File: src/rtl/race_timer_ctrl.sv
// race_timer_ctrl: round sequencer for the typing race.
// Runs IDLE -> COUNTDOWN -> RUNNING (<-> PAUSED) -> DONE, driven by an external
// 100 Hz tick. It drives the countdown/elapsed display values and gates typing input.
module race_timer_ctrl #(
    parameter int TICKS_PER_SEC = 100,
    parameter int COUNTDOWN_SEC = 3,
    parameter int LIMIT_SEC     = 60
) (
    input  logic       clk,
    input  logic       rst,
    input  logic       tick,
    input  logic       start,
    input  logic       pause,
    input  logic       finish,
    output logic [2:0] state,
    output logic [3:0] countdown_val,
    output logic [6:0] elapsed_cs,
    output logic [6:0] elapsed_sec,
    output logic       input_en,
    output logic       timeout,
    output logic       done_pulse
);

    typedef enum logic [2:0] {
        ST_IDLE      = 3'd0,
        ST_COUNTDOWN = 3'd1,
        ST_RUNNING   = 3'd2,
        ST_PAUSED    = 3'd3,
        ST_DONE      = 3'd4
    } state_t;

    localparam logic [6:0] TPS_LAST = 7'(TICKS_PER_SEC - 1);
    localparam logic [3:0] CD_INIT  = 4'(COUNTDOWN_SEC);
    localparam logic [6:0] LIMIT    = 7'(LIMIT_SEC);

    state_t     state_q, state_d;
    logic [3:0] cd_q, cd_d;
    logic [6:0] sub_q, sub_d;
    logic [6:0] cs_q, cs_d;
    logic [6:0] sec_q, sec_d;
    logic       timeout_q, timeout_d;
    logic       done_pulse_q, done_pulse_d;
    logic       input_en_q, input_en_d;

    // Next-state and next-output logic; finish outranks pause, pause outranks tick.
    always_comb begin
        state_d      = state_q;
        cd_d         = cd_q;
        sub_d        = sub_q;
        cs_d         = cs_q;
        sec_d        = sec_q;
        timeout_d    = timeout_q;
        done_pulse_d = 1'b0;

        case (state_q)
            ST_IDLE, ST_DONE: begin
                if (start) begin
                    state_d   = ST_COUNTDOWN;
                    cd_d      = CD_INIT;
                    sub_d     = '0;
                    cs_d      = '0;
                    sec_d     = '0;
                    timeout_d = 1'b0;
                end
            end
            ST_COUNTDOWN: begin
                if (tick) begin
                    if (sub_q == TPS_LAST) begin
                        sub_d = '0;
                        if (cd_q == 4'd1) begin
                            state_d = ST_RUNNING;
                            cd_d    = '0;
                            cs_d    = '0;
                            sec_d   = '0;
                        end else begin
                            cd_d = cd_q - 4'd1;
                        end
                    end else begin
                        sub_d = sub_q + 7'd1;
                    end
                end
            end
            ST_RUNNING: begin
                if (finish) begin
                    state_d      = ST_DONE;
                    timeout_d    = 1'b0;
                    done_pulse_d = 1'b1;
                end else if (pause) begin
                    state_d = ST_PAUSED;
                end else if (tick) begin
                    if (cs_q == TPS_LAST) begin
                        cs_d  = '0;
                        sec_d = sec_q + 7'd1;
                        if (sec_q + 7'd1 == LIMIT) begin
                            state_d      = ST_DONE;
                            timeout_d    = 1'b1;
                            done_pulse_d = 1'b1;
                        end
                    end else begin
                        cs_d = cs_q + 7'd1;
                    end
                end
            end
            ST_PAUSED: begin
                if (pause) begin
                    state_d = ST_RUNNING;
                end
            end
            default: begin
                state_d = ST_IDLE;
            end
        endcase

        input_en_d = (state_d == ST_RUNNING);
    end

    // State and output registers with synchronous reset.
    always_ff @(posedge clk) begin
        if (rst) begin
            state_q      <= ST_IDLE;
            cd_q         <= '0;
            sub_q        <= '0;
            cs_q         <= '0;
            sec_q        <= '0;
            timeout_q    <= 1'b0;
            done_pulse_q <= 1'b0;
            input_en_q   <= 1'b0;
        end else begin
            state_q      <= state_d;
            cd_q         <= cd_d;
            sub_q        <= sub_d;
            cs_q         <= cs_d;
            sec_q        <= sec_d;
            timeout_q    <= timeout_d;
            done_pulse_q <= done_pulse_d;
            input_en_q   <= input_en_d;
        end
    end

    assign state         = state_q;
    assign countdown_val = cd_q;
    assign elapsed_cs    = cs_q;
    assign elapsed_sec   = sec_q;
    assign input_en      = input_en_q;
    assign timeout       = timeout_q;
    assign done_pulse    = done_pulse_q;

endmodule

File: config.mk
export PLATFORM = sky130hd
export DESIGN_NAME = race_timer_ctrl
export DESIGN_NICKNAME = d
export VERILOG_FILES = /design/src/rtl/race_timer_ctrl.sv
export SDC_FILE = /design/constraint.sdc
export NUM_CORES = 1
export LEC_CHECK = 0
export BUFFER_PORTS_ARGS = -buffer_cell sky130_fd_sc_hd__clkbuf_2
export CORE_UTILIZATION = 43
export DETAILED_ROUTE_END_ITERATION = 8
export GPL_ROUTABILITY_DRIVEN = 0
export HOLD_SLACK_MARGIN = 0.12
export MAX_ROUTING_LAYER = met4
export PLACE_DENSITY = 0.62
export SLEW_MARGIN = 20
export SYNTH_ARGS = -nofsm -noshare
export SYNTH_HDL_FRONTEND = slang
export SYNTH_SLANG_ARGS = --single-unit
File: constraint.sdc
create_clock -name clk -period 2.7 [get_ports clk]
set_input_delay 0.27 -clock clk [delete_from_list [all_inputs] [get_ports clk]]
set_output_delay 0.27 -clock clk [all_outputs]
set_load 0.03 [all_outputs]
==> results of run 1 <==
[worst max path at each step]
stage | endpoint | slack (ps)
after detailed placement | elapsed_sec[6] | 350
after CTS | elapsed_sec[6] | 310
after global placement | elapsed_sec[6] | 460
after floorplan | elapsed_sec[6] | 500
after global routing | elapsed_sec[6] | 50
final | elapsed_sec[6] | 320
[final cells by class]
cell class	count	area [sq um]
clock buffer	8	100
fill	393	1720
inverter	10	37.5
multi-input combinational	155	972
sequential	31	621
tap	48	60.1
timing repair buffer	33	175
[placed cells by master, fill, tap and decap left out, types with 2 or more instances in the layout]
cell type and n:
buf_4 4, a221oi_1 2, nand2_1 14, nand2b_1 7, nand4_1 5, dfxtp_1 31, inv_1 10, nor2b_1 7
nand3_1 9, o32ai_1 4, a21o_1 2, clkbuf_2 29, and3_1 4, ha_1 5, a21oi_1 19, or4_1 6
or3_1 9, nor2_1 7, o22ai_1 2, nand3b_1 3, nor3_1 10, nor3b_1 3, o21ai_0 14, xor2_1 5
clkbuf_8 7
[cells in the mapped netlist (2+ instances only)]
cell type   n
a21o_1      2
a21oi_1    19
a221oi_1    2
and3_1      4
buf_2       2
clkbuf_1    5
dfxtp_1    31
ha_1        5
inv_1      10
nand2_1    14
nand2b_1    7
nand3_1     9
nand3b_1    3
nand4_1     5
nor2_1      7
nor2b_1     7
nor3_1     10
nor3b_1     3
o21ai_0    14
o22ai_1     2
o32ai_1     4
or3_1       9
or4_1       6
xor2_1      5
[critical path: stages, from the launching register on]
cell and delay [ps]:
dfxtp_1 420, ha_1 180, nor3b_1 290, nand4_1 220
a221o_1 510, or4_1 560, a21oi_1 150
[kinds of logic after synthesis]
group | share of synthesized area
adders and majority gates | 0.0377
and+or+nand+nor | 0.311
AOI/OAI and AO/OA | 0.205
xor gates and xnor gates | 0.0264
muxes | 0.00603
DFF | 0.374
buffers and inverters | 0.0400
[state kept, by name (all words and copies together), names as in the netlist]
signal	cells
sub_q	7
countdown_val	4
timeout	1
done_pulse	1
state	3
elapsed_sec	7
elapsed_cs	7
input_en	1
[per-layer routing]
layer | vias to the layer above | share of wire
met5 | - | 0
met4 | 0 | 0.0094
met3 | 4 | 0.036
met2 | 27 | 0.42
met1 | 717 | 0.54
li1 | 822 | -
[power groups by stage]
stage          logic, mW  registers (mW)  clock network, mW
3_5_place_dp       0.111           0.485                  0
6_report           0.112           0.475              0.394
2_1_floorplan     0.0687           0.493                  0
5_1_grt            0.125           0.476              0.434
3_3_place_gp       0.112           0.485                  0
4_1_cts            0.112           0.475              0.408
==> impl_metrics.tcl, run 1 <==
set metrics [dict create \
    syn_nets 214 \
    syn_inst 203 \
    fmax_mhz 420 \
    ant_nets 0 \
    design.core.area_sq_um 3690 \
    synth_top_area_frac 0.374 \
    via_per_inst 5.51 \
    synthTopCellsByArea "dfxtp_1 (37%), a21oi_1 (5.7%), o21ai_0 (4.2%)" \
    post_cts_resized 0 \
    pwr-share-seq 0.484 \
    grt_pass1_vias 1382 \
    grtUsageTotal 0.206 \
    avgSynthCellArea_sq_um 8.17 \
    ir_drop_v 0.000370 \
    whs_path_depth 2 \
    p_sw_frac 0.249 \
    postCtsSetupBuffers 0 \
    die_area_sq_um 4110 \
    cts_tree "done" \
    timing.rr.start "countdown_val[0]" \
    critical_path_peak_fanout 14 \
    placedInstanceArea_sq_um 1870 \
    pwr-share-clk 0.401 \
    rsz0062_at_grt "no" \
    dieHeight_um 64.1 \
    busiest_layer "met1" \
    cts_buffers 5 \
    r2r-end "elapsed_sec[6]" \
    htree_num_levels 2 \
    critPathRequiredTime_ps 2910 \
    grt_max_degree 35 \
    clk_pin_slew_ps 70 \
    wl_per_cell_um 13.4 \
    layout.nets 247 \
    setup_tns_ps 0 \
    yosysWarnings 0 \
    io_buffers 29 \
    p_int_mw 0.737 \
    fin_crit_sh 0.882 \
    diodes 0 \
    yosysTopAreaCell "dfxtp_1" \
    final_cell_area_sq_um 1970 \
    ys_ff_latch 31 \
    grtUsageMet2 0.283 \
    yosysSeqAreaShare 0.374 \
    syn-cell-area_sq_um 1660 \
    clock-sinks 31 \
    cts_hold_buffers 0 \
    die_x_um 64.1 \
    root_buffer "clkbuf_8" \
    tightest_slew_ps 568 \
    worstHoldStart "finish" \
    postSynth.asyncResetShare 0 \
    dp_hpwl_mm 2.70 \
    run_status "complete, no violations" \
    final_util 0.533 \
    preCtsSetupSlack_ps 348 \
    post-place-cells 277 \
    rows 22 \
    worstSetupStartpointType "flop" \
    cap_violations 0 \
    met3_usage 0.0500 \
    whs_endpoint "timeout" \
    slew_violations 0 \
    use_met1 0.295 \
    area_growth_pct 18.5 \
    antenna_found_initial 0 \
    worstSetupPathType "reg -> reg" \
    drt-total-wl_mm 3.83 \
    clock_latency_ps 270 \
    synth_edf_count 0 \
    drc 0 \
    ios 30 \
    start_util 0.450 \
    cp-end-kind "flop" \
    arrival_ps 2590 \
    layout_min_cycle_time_ps 2380 \
    grt_pass1_wl_mm 6.47 \
    finalNonFillerCells 285 \
    total_power_mw 0.982 \
    overflow 0 \
    power_leakage_nw 0.760 \
    slew_headroom 0.620 \
    synth_cell_types 42 \
    crit_start "countdown_val[0]" \
    final-hold-violation-count 0 \
    hold_path_class "in -> reg" \
    rrSetupSlack_ps 320 \
    p_per_area_nw_per_um2 499 \
    setup_ws_ps 318 \
    switchingPower_mw 0.244 \
    clockBufferDepth 2 \
    finalClockSkew_ps 3.55 \
    synth_top_flop_cell "dfxtp_1" \
    r2r_cells 6 \
    drive_gt1_frac 0.186 \
    first_pass_iters 4 \
    setup_violations 0 \
    whs_ps 293 \
    comb_power_share 0.114 \
    drtIter0Drc 93 \
    vias 1570 \
]
(Power assumes the default switching activity.)
==> run 2: changes to the inputs <==
--- a/config.mk
+++ b/config.mk
@@ -6,12 +6,14 @@
 export NUM_CORES = 1
 export LEC_CHECK = 0
 export BUFFER_PORTS_ARGS = -buffer_cell sky130_fd_sc_hd__clkbuf_2
+export CORE_MARGIN = 1
 export CORE_UTILIZATION = 43
 export DETAILED_ROUTE_END_ITERATION = 8
 export GPL_ROUTABILITY_DRIVEN = 0
 export HOLD_SLACK_MARGIN = 0.12
 export MAX_ROUTING_LAYER = met4
 export PLACE_DENSITY = 0.62
+export REMOVE_ABC_BUFFERS = 1
 export SLEW_MARGIN = 20
 export SYNTH_ARGS = -nofsm -noshare
 export SYNTH_HDL_FRONTEND = slang
==> constraint.sdc (replaced) <==
create_clock -name clk -period 2.51 [get_ports clk]
set_input_delay 0.251 -clock clk [delete_from_list [all_inputs] [get_ports clk]]
set_output_delay 0.251 -clock clk [all_outputs]
set_load 0.03 [all_outputs]
==> run 2 against run 1 <==
Routed wire length is essentially flat. Global-route usage grew 0.49 points. Via count grew 1.6%. Cell count grew 1.1%. First-iteration DRC count grew 14%. Maximum frequency grew 6.5%. Clock power shrank 4%. Clock skew grew 6.7 ps. Combinational power grew 9.8%. Hold slack lost 22 ps. Critical path type unchanged. Largest power group unchanged.
==> impl_metrics.tcl, run 2 (synthesized netlist as in run 1, its figures left out) <==
set metrics [dict create \
    die_area_sq_um 4110 \
    dieHeight_um 64.1 \
    io_buffers 29 \
    finalClockSkew_ps 10.2 \
    arrival_ps 2460 \
    overflow 0 \
    mostFrequentLayoutCell "dfxtp_1" \
    grtUsageMet2 0.299 \
    p_per_area_nw_per_um2 514 \
    total_power_mw 1.01 \
    antenna_found_initial 0 \
    rsz0062_at_grt "no" \
    final_util 0.534 \
    clock_latency_ps 290 \
    final-hold-violation-count 0 \
    cts_buffers 5 \
    cts_hold_buffers 0 \
    worstHoldStart "finish" \
    drt-total-wl_mm 3.83 \
    cp-end-kind "flop" \
    timing.rr.start "countdown_val[0]" \
    met3_usage 0.0554 \
    vias 1595 \
    critical_path_peak_fanout 8 \
    worstSetupStartpointType "flop" \
    setup_ws_ps 273 \
    finalNonFillerCells 288 \
    grt_pass1_wl_mm 6.53 \
    fmax_mhz 447 \
    slew_headroom 0.639 \
    rows 22 \
    setup_tns_ps 0 \
    postCtsSetupBuffers 0 \
    ir_drop_v 0.000355 \
    n_fill_cell 392 \
    placedInstanceArea_sq_um 1890 \
    crit_chain "ha_1, nor3b_1, nand4_1, a221o_1, or4_1, a21oi_1" \
    fin_crit_sh 0.891 \
    ant_nets 0 \
    layout_min_cycle_time_ps 2240 \
    post-place-cells 280 \
    slew_violations 0 \
    slowest_stage "or4_1" \
    first_pass_iters 4 \
    diodes 0 \
    post_cts_resized 0 \
    area_growth_pct 18.7 \
    clock-sinks 31 \
    design.core.area_sq_um 3690 \
    layout_common_cells "dfxtp_1 (31), clkbuf_2 (29), a21oi_1 (19)" \
    clk_pin_slew_ps 70 \
    whs_ps 270 \
    worstSetupPathType "reg -> reg" \
    layout.nets 250 \
    setup_violations 0 \
    grt_pass1_vias 1425 \
    root_buffer "clkbuf_8" \
    crit_start "countdown_val[0]" \
    drtIter0Drc 106 \
    start_util 0.450 \
    cts_tree "done" \
    clockBufferDepth 2 \
    dp_hpwl_mm 2.72 \
    via_per_inst 5.54 \
    hold_path_class "in -> reg" \
    grt_max_degree 35 \
    critPathRequiredTime_ps 2730 \
    drc 0 \
    tightest_slew_ps 540 \
    grtUsageTotal 0.211 \
    preCtsSetupSlack_ps 268 \
    busiest_layer "met2" \
    die_x_um 64.1 \
    run_status "complete, no violations" \
    htree_num_levels 2 \
    power_leakage_nw 0.765 \
    drive_gt1_frac 0.192 \
    wl_per_cell_um 13.3 \
    use_met1 0.282 \
    final_cell_area_sq_um 1970 \
    ios 30 \
    cap_violations 0 \
    cpPeakStageDelay_ps 520 \
]
run 2: final cells by class:
type                    instances  area [sq um]  area share
repair buffers                 36           198       0.100
flip-flops and latches         31           621       0.315
clock buffers                   7          76.3      0.0388
multi-input cells             155           972       0.494
inverters                      10          37.5      0.0191
clock inverters                 1          5.00     0.00254
well taps                      48          60.1      0.0305
run 2: worst paths after layout:
| check | cells past startpoint | endpoint | slack (ps) |
|---|---|---|---|
| max | 6 | elapsed_sec[6] | 270 |
| max reg2reg | 6 | elapsed_sec[6] | 270 |
| min | 2 | timeout | 270 |
| min reg2reg | 2 | timeout | 490 |
run 2: layer usage:
layer | wire (um) | up-vias
met5 | 0 | -
met4 | 56 | 0
met3 | 172 | 5
met2 | 1660 | 32
met1 | 1950 | 736
li1 | - | 822
run 2: critical path: cells and delay by family, from the launching register on:
| kind | cells | cell delay [ps] |
|---|---|---|
| adders and majority gates | 1 | 160 |
| AOI/OAI and AO/OA | 2 | 590 |
| and+or+nand+nor | 3 | 1010 |
| DFF | 1 | 400 |
run 2: power by group:
group | switching, mW | internal [mW]
clock network | 0.184 | 0.194
registers | 0.0109 | 0.500
logic | 0.0775 | 0.0454
==> run 3: changes to the inputs <==
--- a/config.mk
+++ b/config.mk
@@ -12,7 +12,6 @@
 export GPL_ROUTABILITY_DRIVEN = 0
 export HOLD_SLACK_MARGIN = 0.12
 export MAX_ROUTING_LAYER = met4
-export PLACE_DENSITY = 0.62
 export REMOVE_ABC_BUFFERS = 1
 export SLEW_MARGIN = 20
 export SYNTH_ARGS = -nofsm -noshare
==> run 3 against run 2 <==
Core utilization grew 0.78 points. Power grew 13%. Sequential power is essentially flat. Design area grew 1.5%. First-iteration DRC count shrank 45%. Non-clock buffer count shrank 1. Largest cell class unchanged.
==> impl_metrics.tcl, run 3 (synthesized netlist as in run 1, its figures left out) <==
set metrics [dict create \
    final-hold-violation-count 0 \
    drtIter0Drc 58 \
    rrSetupSlack_ps 280 \
    drc 0 \
    grtUsageTotal 0.229 \
    diodes 0 \
    post_cts_resized 0 \
    mostFrequentLayoutCell "dfxtp_1" \
    p_int_mw 0.866 \
    critPathRequiredTime_ps 2730 \
    htree_num_levels 2 \
    setup_ws_ps 280 \
    slew_headroom 0.638 \
    r2r-end "elapsed_sec[6]" \
    root_buffer "clkbuf_8" \
    io_buffers 29 \
    critical_path_peak_fanout 6 \
    final_cell_area_sq_um 2000 \
    crit_chain "ha_1, nor3b_1, nand4_1, a221o_1, or4_1, a21oi_1" \
    ios 30 \
    hold_path_class "in -> reg" \
    endpoint "elapsed_sec[6]" \
    setup_violations 0 \
    clock-sinks 31 \
    fin_crit_sh 0.888 \
    placedInstanceArea_sq_um 1880 \
    rsz0062_at_grt "no" \
    antenna_found_initial 0 \
    start_util 0.450 \
    switchingPower_mw 0.281 \
    vias 1637 \
    dieHeight_um 64.1 \
    whs_ps 266 \
    via_per_inst 5.70 \
    preCtsSetupSlack_ps 311 \
    pwr-share-clk 0.447 \
    cpPeakStageDelay_ps 520 \
    die_area_sq_um 4110 \
    p_per_area_nw_per_um2 574 \
    die_x_um 64.1 \
    final_util 0.542 \
    cp-end-kind "flop" \
    finalClockSkew_ps 5.29 \
    comb_power_share 0.108 \
    cts_tree "done" \
    p_sw_frac 0.245 \
    crit_start "countdown_val[0]" \
    ant_nets 0 \
    grt_pass1_vias 1519 \
    cts_buffers 5 \
    clockBufferDepth 2 \
    worstSetupStartpointType "flop" \
    slew_violations 0 \
    first_pass_iters 4 \
    layout_min_cycle_time_ps 2230 \
    wl_per_cell_um 14.1 \
    finalNonFillerCells 287 \
    dp_hpwl_mm 2.90 \
    grt_max_degree 35 \
    drt-total-wl_mm 4.04 \
    power_leakage_nw 0.780 \
    postCtsSetupBuffers 0 \
    rows 22 \
    cts_hold_buffers 0 \
    ir_drop_v 0.000439 \
    drive_gt1_frac 0.197 \
    setup_tns_ps 0 \
    clk_pin_slew_ps 70 \
    post-place-cells 279 \
    worstSetupPathType "reg -> reg" \
    clock_latency_ps 290 \
    timing.rr.start "countdown_val[0]" \
    r2r_cells 6 \
    run_status "complete, no violations" \
    total_power_mw 1.15 \
    overflow 0 \
    fmax_mhz 448 \
    cap_violations 0 \
    layout_common_cells "dfxtp_1 (31), clkbuf_2 (29), a21oi_1 (19)" \
    pwr-share-seq 0.446 \
    slowest_stage "or4_1" \
    design.core.area_sq_um 3690 \
    tightest_slew_ps 542 \
    arrival_ps 2450 \
    area_growth_pct 20.4 \
    layout.nets 249 \
    grt_pass1_wl_mm 6.98 \
]
[run 3: cell types whose count changed in the layout (fill, tap and decap cells not counted)]
cell / before / now
clkbuf_1: 2 / 0
buf_4: 7 / 6
bufinv_16: 0 / 1
clkbuf_8: 5 / 6
[run 3: worst min path at each step]
| stage | start | end | cells past startpoint |
|---|---|---|---|
| finish | finish | timeout | 2 |
| global route | tick | sub_q[1] | 3 |
| CTS | tick | sub_q[1] | 3 |
| detailed placement | timeout | timeout | 2 |
| global placement | timeout | timeout | 2 |
| floorplan | rst | countdown_val[0] | 1 |
[run 3: layout make-up]
cell class / count / area (sq um)
clock buffer: 6 / 82.6
clock inverter: 2 / 35.0
fill: 363 / 1690
inverter: 10 / 37.5
multi-input combinational: 155 / 972
sequential: 31 / 621
tap: 48 / 60.1
timing repair buffer: 35 / 190
[run 3: per-layer routing]
| metal | vias up | wire, um | track usage |
|---|---|---|---|
| met2 | 37 | 1900 | 0.362 |
| met4 | 0 | 75 | 0.100 |
| met5 | - | 0 | - |
| li1 | 822 | - | - |
| met1 | 770 | 1860 | 0.274 |
| met3 | 8 | 208 | 0.0607 |
[run 3: worst max-delay path, delay by kind of cell, from the launching register on]
family,cells,cell delay (ps)
simple gates,3,1030
flops,1,410
compound gates,2,550
fa+ha+maj,1,180
[run 3: power groups by stage]
stage | clock [mW] | combinational, mW | sequential [mW]
CTS | 0.523 | 0.124 | 0.511
detailed placement | 0 | 0.123 | 0.522
global placement | 0 | 0.120 | 0.521
finish | 0.512 | 0.123 | 0.511
floorplan | 0 | 0.0632 | 0.533
global route | 0.546 | 0.138 | 0.513
